===== src/rtl/vga_pkg.sv =====
// Shared types and default 640x480@60 timing for the VGA pattern generator.
package vga_pkg;

  typedef enum logic [2:0] {
    PAT_SOLID   = 3'd0,
    PAT_BARS    = 3'd1,
    PAT_CHECKER = 3'd2,
    PAT_RAMP    = 3'd3,
    PAT_BOX     = 3'd4
  } pattern_e;

  localparam int unsigned DefHActive = 640;
  localparam int unsigned DefHFp     = 16;
  localparam int unsigned DefHSync   = 96;
  localparam int unsigned DefHBp     = 48;
  localparam int unsigned DefVActive = 480;
  localparam int unsigned DefVFp     = 10;
  localparam int unsigned DefVSync   = 2;
  localparam int unsigned DefVBp     = 33;

endpackage


===== src/rtl/vga_timing.sv =====
// Horizontal/vertical counters with combinational sync, display-enable and frame-strobe decode.
module vga_timing
  import vga_pkg::*;
#(
  parameter int unsigned H_ACTIVE = DefHActive,
  parameter int unsigned H_FP     = DefHFp,
  parameter int unsigned H_SYNC   = DefHSync,
  parameter int unsigned H_BP     = DefHBp,
  parameter int unsigned V_ACTIVE = DefVActive,
  parameter int unsigned V_FP     = DefVFp,
  parameter int unsigned V_SYNC   = DefVSync,
  parameter int unsigned V_BP     = DefVBp,
  localparam int unsigned HTotal  = H_ACTIVE + H_FP + H_SYNC + H_BP,
  localparam int unsigned VTotal  = V_ACTIVE + V_FP + V_SYNC + V_BP,
  localparam int unsigned HW      = $clog2(HTotal),
  localparam int unsigned VW      = $clog2(VTotal)
) (
  input  logic          clk_i,
  input  logic          rst_ni,
  output logic [HW-1:0] h_o,
  output logic [VW-1:0] v_o,
  output logic          hsync_act_o,
  output logic          vsync_act_o,
  output logic          de_o,
  output logic          frame_o
);

  logic [HW-1:0] h_q, h_d;
  logic [VW-1:0] v_q, v_d;

  always_comb begin
    h_d = h_q + HW'(1);
    v_d = v_q;
    if (h_q == HW'(HTotal - 1)) begin
      h_d = '0;
      v_d = (v_q == VW'(VTotal - 1)) ? '0 : v_q + VW'(1);
    end
  end

  always_ff @(posedge clk_i or negedge rst_ni) begin
    if (!rst_ni) begin
      h_q <= '0;
      v_q <= '0;
    end else begin
      h_q <= h_d;
      v_q <= v_d;
    end
  end

  assign h_o         = h_q;
  assign v_o         = v_q;
  assign hsync_act_o = (h_q >= HW'(H_ACTIVE + H_FP)) && (h_q < HW'(H_ACTIVE + H_FP + H_SYNC));
  assign vsync_act_o = (v_q >= VW'(V_ACTIVE + V_FP)) && (v_q < VW'(V_ACTIVE + V_FP + V_SYNC));
  assign de_o        = (h_q < HW'(H_ACTIVE)) && (v_q < VW'(V_ACTIVE));
  assign frame_o     = (h_q == '0) && (v_q == '0);

endmodule


===== src/rtl/vga_pattern_gen.sv =====
// VGA test-pattern generator: mode latch, bouncing box, pattern mux and registered outputs.
// Optional white 1-pixel border around the active area when VGA_BORDER_EN is defined.
module vga_pattern_gen
  import vga_pkg::*;
#(
  parameter int unsigned H_ACTIVE   = DefHActive,
  parameter int unsigned H_FP       = DefHFp,
  parameter int unsigned H_SYNC     = DefHSync,
  parameter int unsigned H_BP       = DefHBp,
  parameter int unsigned V_ACTIVE   = DefVActive,
  parameter int unsigned V_FP       = DefVFp,
  parameter int unsigned V_SYNC     = DefVSync,
  parameter int unsigned V_BP       = DefVBp,
  parameter bit          SYNC_POL   = 1'b0,
  parameter int unsigned COLOR_BITS = 1,
  parameter int unsigned BOX_SIZE   = 32,
  localparam int unsigned HW        = $clog2(H_ACTIVE + H_FP + H_SYNC + H_BP),
  localparam int unsigned VW        = $clog2(V_ACTIVE + V_FP + V_SYNC + V_BP)
) (
  input  logic                  clk_i,
  input  logic                  rst_ni,
  input  logic [2:0]            mode_i,
  output logic [COLOR_BITS-1:0] red_o,
  output logic [COLOR_BITS-1:0] green_o,
  output logic [COLOR_BITS-1:0] blue_o,
  output logic                  hsync_o,
  output logic                  vsync_o,
  output logic                  de_o,
  output logic [HW-1:0]         hpos_o,
  output logic [VW-1:0]         vpos_o,
  output logic                  frame_o
);

  localparam logic [COLOR_BITS-1:0] ChanOn = {COLOR_BITS{1'b1}};
  localparam int unsigned           BarW   = H_ACTIVE / 8;
  localparam logic [HW-1:0]         XMax   = HW'(H_ACTIVE - BOX_SIZE);
  localparam logic [VW-1:0]         YMax   = VW'(V_ACTIVE - BOX_SIZE);

  logic [HW-1:0] h;
  logic [VW-1:0] v;
  logic          hsync_act, vsync_act, de, frame;

  vga_timing #(
    .H_ACTIVE (H_ACTIVE),
    .H_FP     (H_FP),
    .H_SYNC   (H_SYNC),
    .H_BP     (H_BP),
    .V_ACTIVE (V_ACTIVE),
    .V_FP     (V_FP),
    .V_SYNC   (V_SYNC),
    .V_BP     (V_BP)
  ) u_timing (
    .clk_i       (clk_i),
    .rst_ni      (rst_ni),
    .h_o         (h),
    .v_o         (v),
    .hsync_act_o (hsync_act),
    .vsync_act_o (vsync_act),
    .de_o        (de),
    .frame_o     (frame)
  );

  assign hpos_o  = h;
  assign vpos_o  = v;
  assign frame_o = frame;

  // The frame-start pixel already uses the newly selected mode and box position,
  // so every frame is drawn with one consistent pattern.
  logic [2:0]    mode_q, mode_cur;
  logic [HW-1:0] box_x_q, box_x_d, draw_x_q, draw_x;
  logic [VW-1:0] box_y_q, box_y_d, draw_y_q, draw_y;
  logic          dir_x_q, dir_x_d, dir_y_q, dir_y_d;

  assign mode_cur = frame ? mode_i : mode_q;
  assign draw_x   = frame ? box_x_q : draw_x_q;
  assign draw_y   = frame ? box_y_q : draw_y_q;

  // Bounce: reverse before stepping outside [0, ACTIVE-BOX_SIZE].
  always_comb begin
    box_x_d = box_x_q;
    box_y_d = box_y_q;
    dir_x_d = dir_x_q;
    dir_y_d = dir_y_q;
    if (frame) begin
      if (dir_x_q ? (box_x_q == XMax) : (box_x_q == '0)) dir_x_d = ~dir_x_q;
      box_x_d = (dir_x_d) ? box_x_q + HW'(1) : box_x_q - HW'(1);
      if (dir_y_q ? (box_y_q == YMax) : (box_y_q == '0)) dir_y_d = ~dir_y_q;
      box_y_d = (dir_y_d) ? box_y_q + VW'(1) : box_y_q - VW'(1);
    end
  end

  always_ff @(posedge clk_i or negedge rst_ni) begin
    if (!rst_ni) begin
      mode_q   <= 3'd0;
      box_x_q  <= '0;
      box_y_q  <= '0;
      dir_x_q  <= 1'b1;
      dir_y_q  <= 1'b1;
      draw_x_q <= '0;
      draw_y_q <= '0;
    end else begin
      mode_q   <= mode_cur;
      box_x_q  <= box_x_d;
      box_y_q  <= box_y_d;
      dir_x_q  <= dir_x_d;
      dir_y_q  <= dir_y_d;
      draw_x_q <= draw_x;
      draw_y_q <= draw_y;
    end
  end

  logic [31:0]           hx, vx;
  logic [2:0]            bar_idx;
  logic                  in_box;
  logic [COLOR_BITS-1:0] ramp, pix_r, pix_g, pix_b;

  assign hx = 32'(h);
  assign vx = 32'(v);

  always_comb begin
    bar_idx = 3'd7;
    if (hx < 8 * BarW) bar_idx = 3'(hx / BarW);
    in_box = (hx >= 32'(draw_x)) && (hx < 32'(draw_x) + BOX_SIZE) &&
             (vx >= 32'(draw_y)) && (vx < 32'(draw_y) + BOX_SIZE);
    ramp   = hx[COLOR_BITS+1:2];
    pix_r  = '0;
    pix_g  = '0;
    pix_b  = '0;
    case (pattern_e'(mode_cur))
      PAT_BARS: begin
        pix_r = {COLOR_BITS{~bar_idx[2]}};
        pix_g = {COLOR_BITS{~bar_idx[1]}};
        pix_b = {COLOR_BITS{~bar_idx[0]}};
      end
      PAT_CHECKER: begin
        if (hx[3] ^ vx[3]) begin
          pix_r = ChanOn;
          pix_g = ChanOn;
          pix_b = ChanOn;
        end
      end
      PAT_RAMP: begin
        pix_r = ramp;
        pix_g = ramp;
        pix_b = ramp;
      end
      PAT_BOX: begin
        pix_b = ChanOn;
        if (in_box) begin
          pix_r = ChanOn;
          pix_g = ChanOn;
        end
      end
      default: pix_r = ChanOn;
    endcase
`ifdef VGA_BORDER_EN
    if (hx == 0 || hx == H_ACTIVE - 1 || vx == 0 || vx == V_ACTIVE - 1) begin
      pix_r = ChanOn;
      pix_g = ChanOn;
      pix_b = ChanOn;
    end
`endif
    if (!de) begin
      pix_r = '0;
      pix_g = '0;
      pix_b = '0;
    end
  end

  always_ff @(posedge clk_i or negedge rst_ni) begin
    if (!rst_ni) begin
      red_o   <= '0;
      green_o <= '0;
      blue_o  <= '0;
      hsync_o <= ~SYNC_POL;
      vsync_o <= ~SYNC_POL;
      de_o    <= 1'b0;
    end else begin
      red_o   <= pix_r;
      green_o <= pix_g;
      blue_o  <= pix_b;
      hsync_o <= hsync_act ? SYNC_POL : ~SYNC_POL;
      vsync_o <= vsync_act ? SYNC_POL : ~SYNC_POL;
      de_o    <= de;
    end
  end

endmodule

===== config.mk =====
export PLATFORM = sky130hd
export DESIGN_NAME = vga_pattern_gen
export DESIGN_NICKNAME = d
export VERILOG_FILES = /design/src/rtl/vga_pkg.sv /design/src/rtl/vga_timing.sv /design/src/rtl/vga_pattern_gen.sv
export SDC_FILE = /design/constraint.sdc
export NUM_CORES = 1
export LEC_CHECK = 0
export ABC_AREA = 0
export BUFFER_PORTS_ARGS = -buffer_cell sky130_fd_sc_hd__buf_2
export CAP_MARGIN = 20
export CORE_ASPECT_RATIO = 1.75
export CORE_MARGIN = 8
export CORE_UTILIZATION = 37
export DETAILED_ROUTE_END_ITERATION = 10
export HOLD_SLACK_MARGIN = 0.08
export PLACE_DENSITY = 0.64
export SLEW_MARGIN = 40
export SYNTH_ARGS = -nofsm -noshare
export SYNTH_HDL_FRONTEND = slang
export SYNTH_SLANG_ARGS = --single-unit

===== constraint.sdc =====
create_clock -name clk_i -period 5.1 [get_ports clk_i]
set_input_delay 0 -clock clk_i [delete_from_list [all_inputs] [get_ports clk_i]]
set_output_delay 0 -clock clk_i [all_outputs]
set_load 0.005 [all_outputs]

* Word level (Yosys, flattened, before mapping) *
Cells that the tools add are included.
W data, S select, Z words.

storage, ports and cells
  register bits after elaboration = 71
  bits of input ports = 5
  output and inout bits = 27
  logic and storage cells = 84

cells by class
  add/sub/neg operators = 8
  div/mod/pow operators = 1
  order comparisons = 11
  equal/unequal tests = 8
  multiplexer cells = 24
  bitwise operators = 6
  reductions and logical operators = 11

operators with widths
  operator                 count
  $mux W10                 6
  $add A10 B1 Y10 const B  4
  $logic_not A10 Y1        4
  $div A10 B7 Y32 const B  1
  $eq A10 B10 Y1 const B   3
  $lt A10 B10 Y1 const B   3
  $add A10 B6 Y11 const B  2
  $lt A10 B11 Y1           2
  $ge A10 B10 Y1           2
  $lt A10 B9 Y1 const B    2
  $sub A10 B1 Y10 const B  2
  $mux W1                  13
  $pmux W1 S4              3
  $eq A10 B9 Y1 const B    1
  $ge A10 B10 Y1 const B   1
  $ge A10 B9 Y1 const B    1
  $logic_and A1 B1 Y1      7
  $eq A3 B2 Y1 const B     2
  $mux W3                  2
  $not A1 Y1               5
  $eq A3 B1 Y1 const B     1
  $eq A3 B3 Y1 const B     1
  $xor A1 B1 Y1            1

* Logic depth before layout (Yosys ltp) *
Gate-level depths: netlist of the first run.

  depth in word-level cells = 11
  depth in mapped cells = 18
  depth with buffers taken out = 15

* Modules after synthesis *
From an unflattened synthesis of the first run, not the netlist that was laid out.

unflattened totals
  cells, all modules = 518
  area, all modules = 4997.3 µm²

by module, submodules not included
  module           times used  cells an instance  area an instance (µm²)  sequential area each (µm²)
  vga_pattern_gen  1           405                3895.0                  1281.2
  vga_timing       1           113                1102.3                  500.5

* Least setup slack after synthesis of the first run *
No wires, ideal clock.

  path kind = reg-to-reg
  start point = reg box_x_q[3]
  end point = reg box_x_q[9]
  library setup time = 123 ps
  data arrival time = 3510 ps
  data required time = 4977 ps
  setup slack = 1467 ps
  cell stages (with the launch flop) = 15
  path buffers = 0
  clock period less this slack = 3633 ps
  cell sequence = dfrtp_1 or4_1 nor4_1 a21oi_1 o21ai_0 inv_1 ha_1 a21o_1 a21o_1 a2111oi_2 nor3_1 a2111oi_2 xnor2_1 nand2_1 xnor2_1

between the ends
  cells in the longest elaborated chain, start to end = 5
  elaborated cells between the ends (all ways) = 8
  those cells by class = add/sub (2); eq/ne (1); mux (4); reduce/logical (1)

ends and longest elaborated chain
  what                                                     line                    text
  start, declared                                          vga_pattern_gen.sv:70   logic [HW-1:0] box_x_q, box_x_d, draw_x_q, draw_x;
  start signal, assigned                                   vga_pattern_gen.sv:103  box_x_q <= box_x_d;
  branches (longest 4 deep; another with $sub A10 B1 Y10)  --
  $mux W10 *                                               vga_pattern_gen.sv:86   box_x_d = (dir_x_d) ? box_x_q + HW'(1) : box_x_q - HW'(1);

Every way passes the cells marked *. The select of a mux whose other input is x is not followed.
A chain may end at the register's enable or synchronous reset.

* Worst setup path after layout of the first run *
  start point = reg u_timing.h_q[6] (netlist: u_timing.h_o[6])
  end point = reg red_o

between the ends
  cells in the longest elaborated chain, start to end = 11
  elaborated cells between the ends (all ways) = 27
  those cells by class = add/sub (2); div (1); order compare (6); eq/ne (4); mux (7); bitwise (1); reduce/logical (6)

ends and longest elaborated chain
  what                                                      line                    text
  start, declared                                           vga_timing.sv:28        logic [HW-1:0] h_q, h_d;
  start signal, assigned                                    vga_timing.sv:42        h_q <= '0;
  start signal, assigned                                    vga_timing.sv:45        h_q <= h_d;
  branches (longest 10 deep; another with $div A10 B7 Y32)  --
  $mux W1 *                                                 vga_pattern_gen.sv:163  if (!de) begin
  net pix_r                                                 vga_pattern_gen.sv:115  logic [COLOR_BITS-1:0] ramp, pix_r, pix_g, pix_b;
  end signal, assigned                                      vga_pattern_gen.sv:179  red_o <= pix_r;
  end, declared                                             vga_pattern_gen.sv:23   output logic [COLOR_BITS-1:0] red_o,

Mark *: on every way through the listed nets, which the timed path passes.

==> results of run 1 <==
## state kept, by name, summed over array words and instances, names as in the netlist
register	flops
box_x_q	10
box_y_q	10
draw_x_q	10
draw_y_q	10
u_timing.h_o	10
u_timing.v_o	10
mode_q	3
blue_o	1
de_o	1
dir_x_q	1
dir_y_q	1
green_o	1
hsync_o	1
red_o	1
vsync_o	1
## synth_stat cells, types with 12 or more instances
| cell | count | area [sq um] |
|---|---|---|
| sky130_fd_sc_hd__nand3_1 | 18 | 90.1 |
| sky130_fd_sc_hd__ha_1 | 54 | 676 |
| sky130_fd_sc_hd__mux2i_1 | 22 | 220 |
| sky130_fd_sc_hd__a21oi_1 | 21 | 105 |
| sky130_fd_sc_hd__xor2_1 | 16 | 140 |
| sky130_fd_sc_hd__clkbuf_1 | 12 | 45.0 |
| sky130_fd_sc_hd__dfrtp_1 | 67 | 1680 |
| sky130_fd_sc_hd__a21o_1 | 15 | 113 |
| sky130_fd_sc_hd__o21ai_0 | 49 | 245 |
| sky130_fd_sc_hd__xnor2_1 | 22 | 193 |
| sky130_fd_sc_hd__inv_1 | 36 | 135 |
| sky130_fd_sc_hd__nand2_1 | 55 | 206 |
| sky130_fd_sc_hd__nand2b_1 | 12 | 75.1 |
| sky130_fd_sc_hd__nor2_1 | 29 | 109 |
## metrics by stage
stage | utilization | setup WS (ns) | power, mW | area, sq um
floorplan | - | 1.47 | 0.584 | 4920
global placement | 0.402 | 0.830 | 0.601 | 5290
detailed placement | 0.402 | 0.795 | 0.601 | 5300
CTS | 0.428 | 0.776 | 1.25 | 5640
global route | 0.428 | 0.427 | 1.27 | 5640
finish | 0.428 | 0.798 | 1.23 | 5640
## routing by layer
metal / global-route usage / wire [um] / vias up
li1: - / - / 1975
met1: 0.144 / 4370 / 1908
met2: 0.248 / 5910 / 51
met3: 0.0185 / 325 / 24
met4: 0.0912 / 583 / 0
met5: 0 / 0 / -
## worst register-to-register path, cell delays in order, from the launching register on
cell and delay [ns]:
sky130_fd_sc_hd__dfrtp_1 0.57, sky130_fd_sc_hd__nor2_1 0.21, sky130_fd_sc_hd__nand4b_1 0.22, sky130_fd_sc_hd__or3_2 0.86, sky130_fd_sc_hd__mux2i_1 0.24, sky130_fd_sc_hd__ha_1 0.22, sky130_fd_sc_hd__or4_1 0.56, sky130_fd_sc_hd__a2111oi_0 0.61
sky130_fd_sc_hd__nor4_1 0.13, sky130_fd_sc_hd__and3_1 0.21, sky130_fd_sc_hd__a31oi_1 0.22, sky130_fd_sc_hd__a31oi_1 0.11
## logic make-up (layout without fill, tap and decap cells)
family | count (synthesis) | after routing | synth area share
simple gates | 171 | 171 | 0.176
flops | 71 | 71 | 0.362
xor+xnor | 38 | 38 | 0.0676
buf+inv | 53 | 97 | 0.0435
mux | 24 | 24 | 0.0498
fa+ha+maj | 57 | 57 | 0.147
compound gates | 120 | 120 | 0.153
## cell type report
type                       instances  area (sq um)
clock buffer                      11           253
clock inverter                     5          56.3
fill                            1309          7530
inverter                          36           135
multi-input combinational        410          2930
sequential                        71          1780
tap                              174           218
timing repair buffer              45           274
## power by group through the flow
stage	combinational [mW]	clock (mW)	sequential [mW]
after detailed placement	0.0239	0	0.578
after global routing	0.0292	0.675	0.568
final	0.0252	0.641	0.568
after floorplan	0.00631	0	0.578
after global placement	0.0230	0	0.578
after CTS	0.0264	0.654	0.568
## path summary, 6_finish.rpt
check                                          start                           to  slack, ns  cells after the start
setup / recovery           u_timing.h_o[6]$_DFF_PN0_              red_o$_DFF_PN0_       0.80                     11
hold / removal                                rst_ni  u_timing.v_o[0]$_DFFE_PN0N_       0.30                      3
max in group asynchronous                     rst_ni        draw_x_q[1]$_DFF_PN0_       4.33                      3
setup reg to reg           u_timing.h_o[6]$_DFF_PN0_              red_o$_DFF_PN0_       0.80                     11
min in group clk_i               dir_y_q$_DFFE_PN1P_          dir_y_q$_DFFE_PN1P_       0.49                      2
hold reg to reg                  dir_y_q$_DFFE_PN1P_          dir_y_q$_DFFE_PN1P_       0.49                      2
==> impl_summary.md, run 1 <==
Routing
The total wire length is 11200 um. The number of iterations in the first detailed-routing pass is 4. The detailed router placed 3958 vias in this run. The ratio of routed vias to standard cells is 5.26.

In the final routed layout, each cell accounts on average for 14.9 um. The detail route stage leaves a number of antenna-violating nets equal to 0. The initial detailed-routing violation count is 159. The DRC violation count after routing is 0.

GRT
After global routing the overflow that remains totals 0. Entering global routing, the biggest net connects 72 pins. The via count of the first global-routing pass is 4021. The first-pass GRT wire length is 19100 um. Across every metal layer, demand over resource in global routing totals 0.139. The initial antenna violation count came to 0.

Clock network
The tree is rooted in a sky130_fd_sc_hd__clkbuf_16. The number of sinks driven by the clock tree is 71. Counting along the longest clock path gives a buffer depth of 2. The clock-pin slew on the worst setup and hold paths is 0.06 ns. The TritonCTS clock tree is done. The number of hold buffers added after CTS was 4. The later pin in the worst-skew pair is clocked with a latency of 0.33 ns. In this run, CTS created clock tree buffers numbering 9. The H-tree depth reported by CTS is 3. The post-CTS repair timing setup buffer count is 0.

The post-cts resize count is 0.

Run status
The run finished with clean final reports.

Power and ir drop
The maximum ir drop on the vdd rail is 0.000123 V. Power spread over the standard cell area amounts to 219 nW/um^2. The share of total power dissipated in the clock network is 0.519. For this design the total switching power over the nets is 0.255 mW. The logic gate share of total power is 0.020. Of the total power, the share spent switching nets is 0.207.

Internal power comes to 0.979 mW. The part of the total power dissipated in sequential elements is 0.460. The leakage component of the power is 2.89 nW.

Yosys
After synthesis, the share of flip-flops with an asynchronous set or reset is 1.00. The instance count of the mapped netlist is 534. The count of different cell masters after synthesis is 57. Yosys mapped a number of flops with a built-in enable equal to 0.

The synthesized design contains 71 register bits. The average cell area after synthesis is 9.22 sq um. During synthesis, Yosys emitted a total of 0 warnings. Among all flip-flop cells after synthesis, the most frequent one is sky130_fd_sc_hd__dfrtp_1.

For this run, the register share of the synthesized area comes to 0.362. The synthesized area is 4920 sq um. Synthesis produced a netlist with a net count of 595.

Setup path
In this design, the critical path's most frequently occurring cell is sky130_fd_sc_hd__a31oi_1. In this run the worst path has a maximum fanout of 37. The required time of the critical path is 5.31 ns. The largest stage delay on the critical path is 0.86 ns. On the critical path, the stage with the largest delay is an instance of sky130_fd_sc_hd__or3_2. The worst setup path is captured at a flip-flop. Traced cell by cell, the critical path runs through nor2_1, nand4b_1, or3_2, mux2i_1, ha_1, or4_1, a2111oi_0, nor4_1, and3_1, a31oi_1, a31oi_1. STA classifies the critical path startpoint as a flip-flop. At the worst endpoint, the arrival time is 4.51 ns. The cell family contributing the most delay on the critical path is simple AND/OR/NAND/NOR gates. Together, buffers and inverters on the worst path number 0. The category of the critical setup timing path is reg -> reg.

Floorplan
Measured along the x axis, the die boundary spans 103 um. The cell row count is 56. The die span in y is 169 um. The standard cell core area is 13200 sq um. The initial utilization of the core area, before any placement, comes to 0.374.

The die covers 17400 sq um. Pin placement for this block handled 32 I/O pins.

STA
The worst max-slew margin expressed relative to the limit is 0.508. The final number of max-transition violations came to 0. In the finished design, the share of the clock period the worst path needs comes to 0.843. The number of failing hold endpoints at the final stage is 0. On the final layout, the worst clock skew is 0.00564 ns.

The count of endpoints failing setup in the final report is 0. The achievable clock frequency is 232 MHz. The clock period could shrink to 4.30 ns. The slew at the pin closest to its max-slew limit is 0.738 ns. Summed over all failing endpoints, the final setup total negative slack is 0 ns.

The worst hold-check slack is 0.295 ns. Setup repair after global routing left no endpoint under its margin.

Cells and area
The area growth from synthesis to layout is 14.7%. The antenna diode instance count is 0. Leaving out fill and tap cells, the most frequent cells in the layout are 67 x sky130_fd_sc_hd__dfrtp_1, 55 x sky130_fd_sc_hd__nand2_1, 54 x sky130_fd_sc_hd__ha_1. In the final layout, the share of cells above drive strength 1 is 0.135. The most frequent standard cell in the layout excluding fill and tap cells is sky130_fd_sc_hd__dfrtp_1. The net count reported at finish is 634. The number of standard cells in the layout, taps in and fillers out is 752.

Placement
The number of buffer cells added on primary ports is 31. The placed wire-length estimate is 8620 um. The number of placed instances, taps included, is 732.

Routability-driven placement finished with a final weighted congestion of 0.827.

Hold path
The worst hold path belongs to the class in -> async.

Job
Max-cap violations in this run came to 0.
Power figures use the tool's default switching activity.
==> inputs of run 2 (changes only) <==
--- a/config.mk
+++ b/config.mk
@@ -13,7 +13,7 @@
 export CORE_UTILIZATION = 37
 export DETAILED_ROUTE_END_ITERATION = 10
 export HOLD_SLACK_MARGIN = 0.08
-export PLACE_DENSITY = 0.64
+export PLACE_DENSITY = 0.66
 export SLEW_MARGIN = 40
 export SYNTH_ARGS = -nofsm -noshare
 export SYNTH_HDL_FRONTEND = slang
==> constraint.sdc (replaced) <==
create_clock -name clk_i -period 3.5 [get_ports clk_i]
set_input_delay 0 -clock clk_i [delete_from_list [all_inputs] [get_ports clk_i]]
set_output_delay 0 -clock clk_i [all_outputs]
set_load 0.005 [all_outputs]
==> run 2 against run 1 <==
Compared with the run above:
- the run now ends with negative setup slack left
- cell area increased by 19%
- cell count increased by 13%
- die area unchanged
- combinational power increased by 50%
- clock-buffer cell count unchanged
- setup slack got worse by 0.85 ns
- clock skew increased by 0.00082 ns
- first-iteration DRC count increased by 24%
- largest cell class unchanged
- via count increased by 15%
- flip-flop and latch count unchanged
==> impl_summary.md, run 2 (same netlist as run 1, synthesis figures left out) <==
STA
The worst max-slew margin expressed relative to the limit is 0.552 (+0.0442). The slack of the critical path is -0.0566 ns (-0.855 ns). The final number of max-transition violations is 0 (unchanged).

The achievable clock frequency is 281 MHz (+21%). The share of the clock period used by the worst path after layout came to 1.02 (+0.173). The slew at the pin closest to its max-slew limit is 0.672 ns (-0.0663 ns).

The shortest clock period the worst path allows after layout is 3.56 ns (-0.745 ns). The final sum of negative setup slack is -0.0566 ns (-0.0566 ns). The number of failing hold endpoints at the final stage is 0 (unchanged). The clock tree skew after final layout is 0.00647 ns (+0.000825 ns). Setup repair after global routing could not meet its margin everywhere. The count of endpoints failing setup in the final report is 1 (+1).

Power and ir drop
The part of the total power dissipated in sequential elements is 0.485 (+0.025). The maximum ir drop on the vdd rail came to 0.000190 V (+54%). The power per cell area is 254 nW/um^2 (+16%). The logic gate share of total power is 0.022 (+0.002).

The leakage component of the power is 3.36 nW (+16%). The net switching power is 0.370 mW (+45%). The internal power consumption is 1.33 mW (+36%). The clock network power share came to 0.493 (-0.026). The fraction of power spent switching nets is 0.217 (+0.0106).

Routing
The number of iterations in the first detailed-routing pass is 4 (unchanged). The post-route antenna net violation count was 0 (unchanged). The routed length per placed instance is 16.4 um (+9.9%). The ratio of routed vias to standard cells is 5.35 (+1.6%).

The routed via count is 4540 (+15%). The initial detailed-routing violation count is 197 (+24%). The DRC violation count after routing is 0 (unchanged). The total wire length is 13900 um (+24%).

Setup path
The top fanout value on the critical path is 4 (-89%). The largest stage delay on the critical path is 0.38 ns (-0.48 ns). The sum of buffers and inverters on the critical path is 5 (+5). STA classifies the critical path endpoint as a flip-flop. The cell count of the worst reg-to-reg path was 17 (+6). The internal reg-to-reg setup slack is -0.06 ns (-0.85 ns).

The category of the critical setup timing path is reg -> reg. The family with the most delay on the worst path is compound AO/OA/AOI/OAI gates. The startpoint of the most critical setup path is u_timing.h_o[7]$_DFF_PN0_. The required time of the critical path is 3.75 ns (-1.56 ns).

The signal on the critical path passes through nor2_2, nand4b_1, buf_4, nor3_4, buf_6, buf_8, mux2i_4, inv_2, ha_4, xor2_1, ha_1, o21a_1, o21a_1, o211ai_1, buf_4, a31oi_4, a31oi_1. The beginning of the worst register-to-register path is u_timing.h_o[7]$_DFF_PN0_. The worst setup path is launched from a flip-flop. The reg-to-reg critical path endpoint is red_o$_DFF_PN0_. The data arrival time of the critical path came to 3.81 ns (-0.70 ns).

The master of the slowest instance on the critical path is sky130_fd_sc_hd__dfrtp_1.

GRT
The total global routing track utilization was 0.164 (+0.0258). The total grt overflow is 0 (unchanged). The via count of the first global-routing pass is 4768 (+19%). The initial antenna violation count came to 0 (unchanged). The largest net degree at the start of global routing is 72 (unchanged). The first-pass GRT wire length is 22500 um (+17%).

Clock network
The number of sinks driven by the clock tree is 71 (unchanged). The source-to-sink clock delay at the later pin of the worst-skew pair is 0.33 ns (about the same). The number of buffers inserted during clock tree synthesis is 9 (unchanged). The clock tree buffer depth is 2 (unchanged). The clock-pin slew on the worst setup and hold paths came to 0.06 ns (about the same). The H-tree depth reported by CTS came to 3 (unchanged). TritonCTS built the clock tree. The root buffer cell is sky130_fd_sc_hd__clkbuf_16.

Placement
The placed wire-length estimate is 10100 um (+17%). The post-placement cell count came to 805 (+10%). The number of buffer cells added on primary ports is 31 (unchanged). The post-placement worst setup slack came to -0.453 ns (-1.25 ns).

The last weighted congestion value of the routability-driven placer is 0.843 (+2.0%).

Job
The total of max-cap violations is 0 (unchanged).

Run status
The run finished, with violations left. The checks that failed: negative setup slack.

Floorplan
The horizontal die dimension is 103 um (unchanged). The standard cell core area is 13200 sq um (unchanged). The starting density of the core was 0.374 (unchanged).

The area of the die is 17400 sq um (unchanged). The cell row count is 56 (unchanged). The die span in y is 169 um (unchanged).

The I/O pin count was 32 (unchanged).

Hold path
The worst hold path belongs to the class in -> async.

Cells and area
The proportion of layout cells with a drive suffix above 1 was 0.321 (+0.187). In the layout the commonest cells are 101 x sky130_fd_sc_hd__buf_4, 65 x sky130_fd_sc_hd__dfrtp_1, 54 x sky130_fd_sc_hd__nand2_1. The number of standard cells in the layout, taps in and fillers out came to 849 (+13%).

The library cell used most frequently in the layout, excluding fill and tap cells, is sky130_fd_sc_hd__buf_4. The utilization after layout is 0.509 (+0.0808). The net count reported at finish was 731 (+15%).

The synthesis-to-finish area growth is 36.3%. The antenna diode instance count is 0 (unchanged).
==> run 2: layout make-up <==
type / instances / area, sq um
clock buffers: 11 / 243
clock inverters: 5 / 33.8
fillers: 1205 / 6460
inverters: 36 / 135
multi-input cells: 410 / 3260
flip-flops and latches: 71 / 1780
well taps: 174 / 218
repair buffers: 142 / 1040
==> run 2: worst max path at each step <==
stage / depth (start not counted) / endpoint / slack, ns
4_1_cts: 15 / red_o$_DFF_PN0_ / -0.01
2_1_floorplan: 14 / box_x_q[9]$_DFFE_PN0P_ / -0.007
3_5_place_dp: 15 / red_o$_DFF_PN0_ / -0.45
6_report: 17 / red_o$_DFF_PN0_ / -0.06
3_3_place_gp: 14 / red_o$_DFF_PN0_ / -0.37
5_1_grt: 18 / red_o$_DFF_PN0_ / -0.28
==> run 2: tightest hold or removal path: cells and delay by family <==
kind                   cells  cell delay, ns
buffers and inverters      3            1.09
==> run 2: repair_timing <==
action                                  in CTS  in global routing
endpoints found under the setup margin       4                  8
hold endpoints to repair                    70                  0
hold buffers                                 4                  0
setup buffers                               12                 12
resized for setup                           28                 35
pin swaps                                   18                 35
==> run 2: power groups by stage <==
| stage | registers, mW | clock network (mW) | logic, mW |
|---|---|---|---|
| 5_1_grt | 0.827 | 0.894 | 0.0433 |
| 6_report | 0.827 | 0.840 | 0.0379 |
| 2_1_floorplan | 0.842 | 0 | 0.00919 |
| 3_3_place_gp | 0.841 | 0 | 0.0332 |
| 3_5_place_dp | 0.842 | 0 | 0.0348 |
| 4_1_cts | 0.827 | 0.856 | 0.0383 |
==> run 2: per-layer routing <==
| layer | share of wire | track usage | vias to the layer above |
|---|---|---|---|
| met1 | 0.35 | 0.161 | 2212 |
| li1 | - | - | 2166 |
| met3 | 0.028 | 0.0210 | 54 |
| met4 | 0.055 | 0.111 | 0 |
| met2 | 0.56 | 0.305 | 108 |
| met5 | 0 | 0 | - |
==> run 2: per-stage QoR <==
stage	cell area (sq um)	power [mW]	hold WS, ns
detailed placement	5850	0.877	0.144
CTS	6430	1.72	0.332
finish	6710	1.71	0.281
global route	6710	1.76	0.363
floorplan	4940	0.851	-0.296
global placement	5850	0.875	0.250
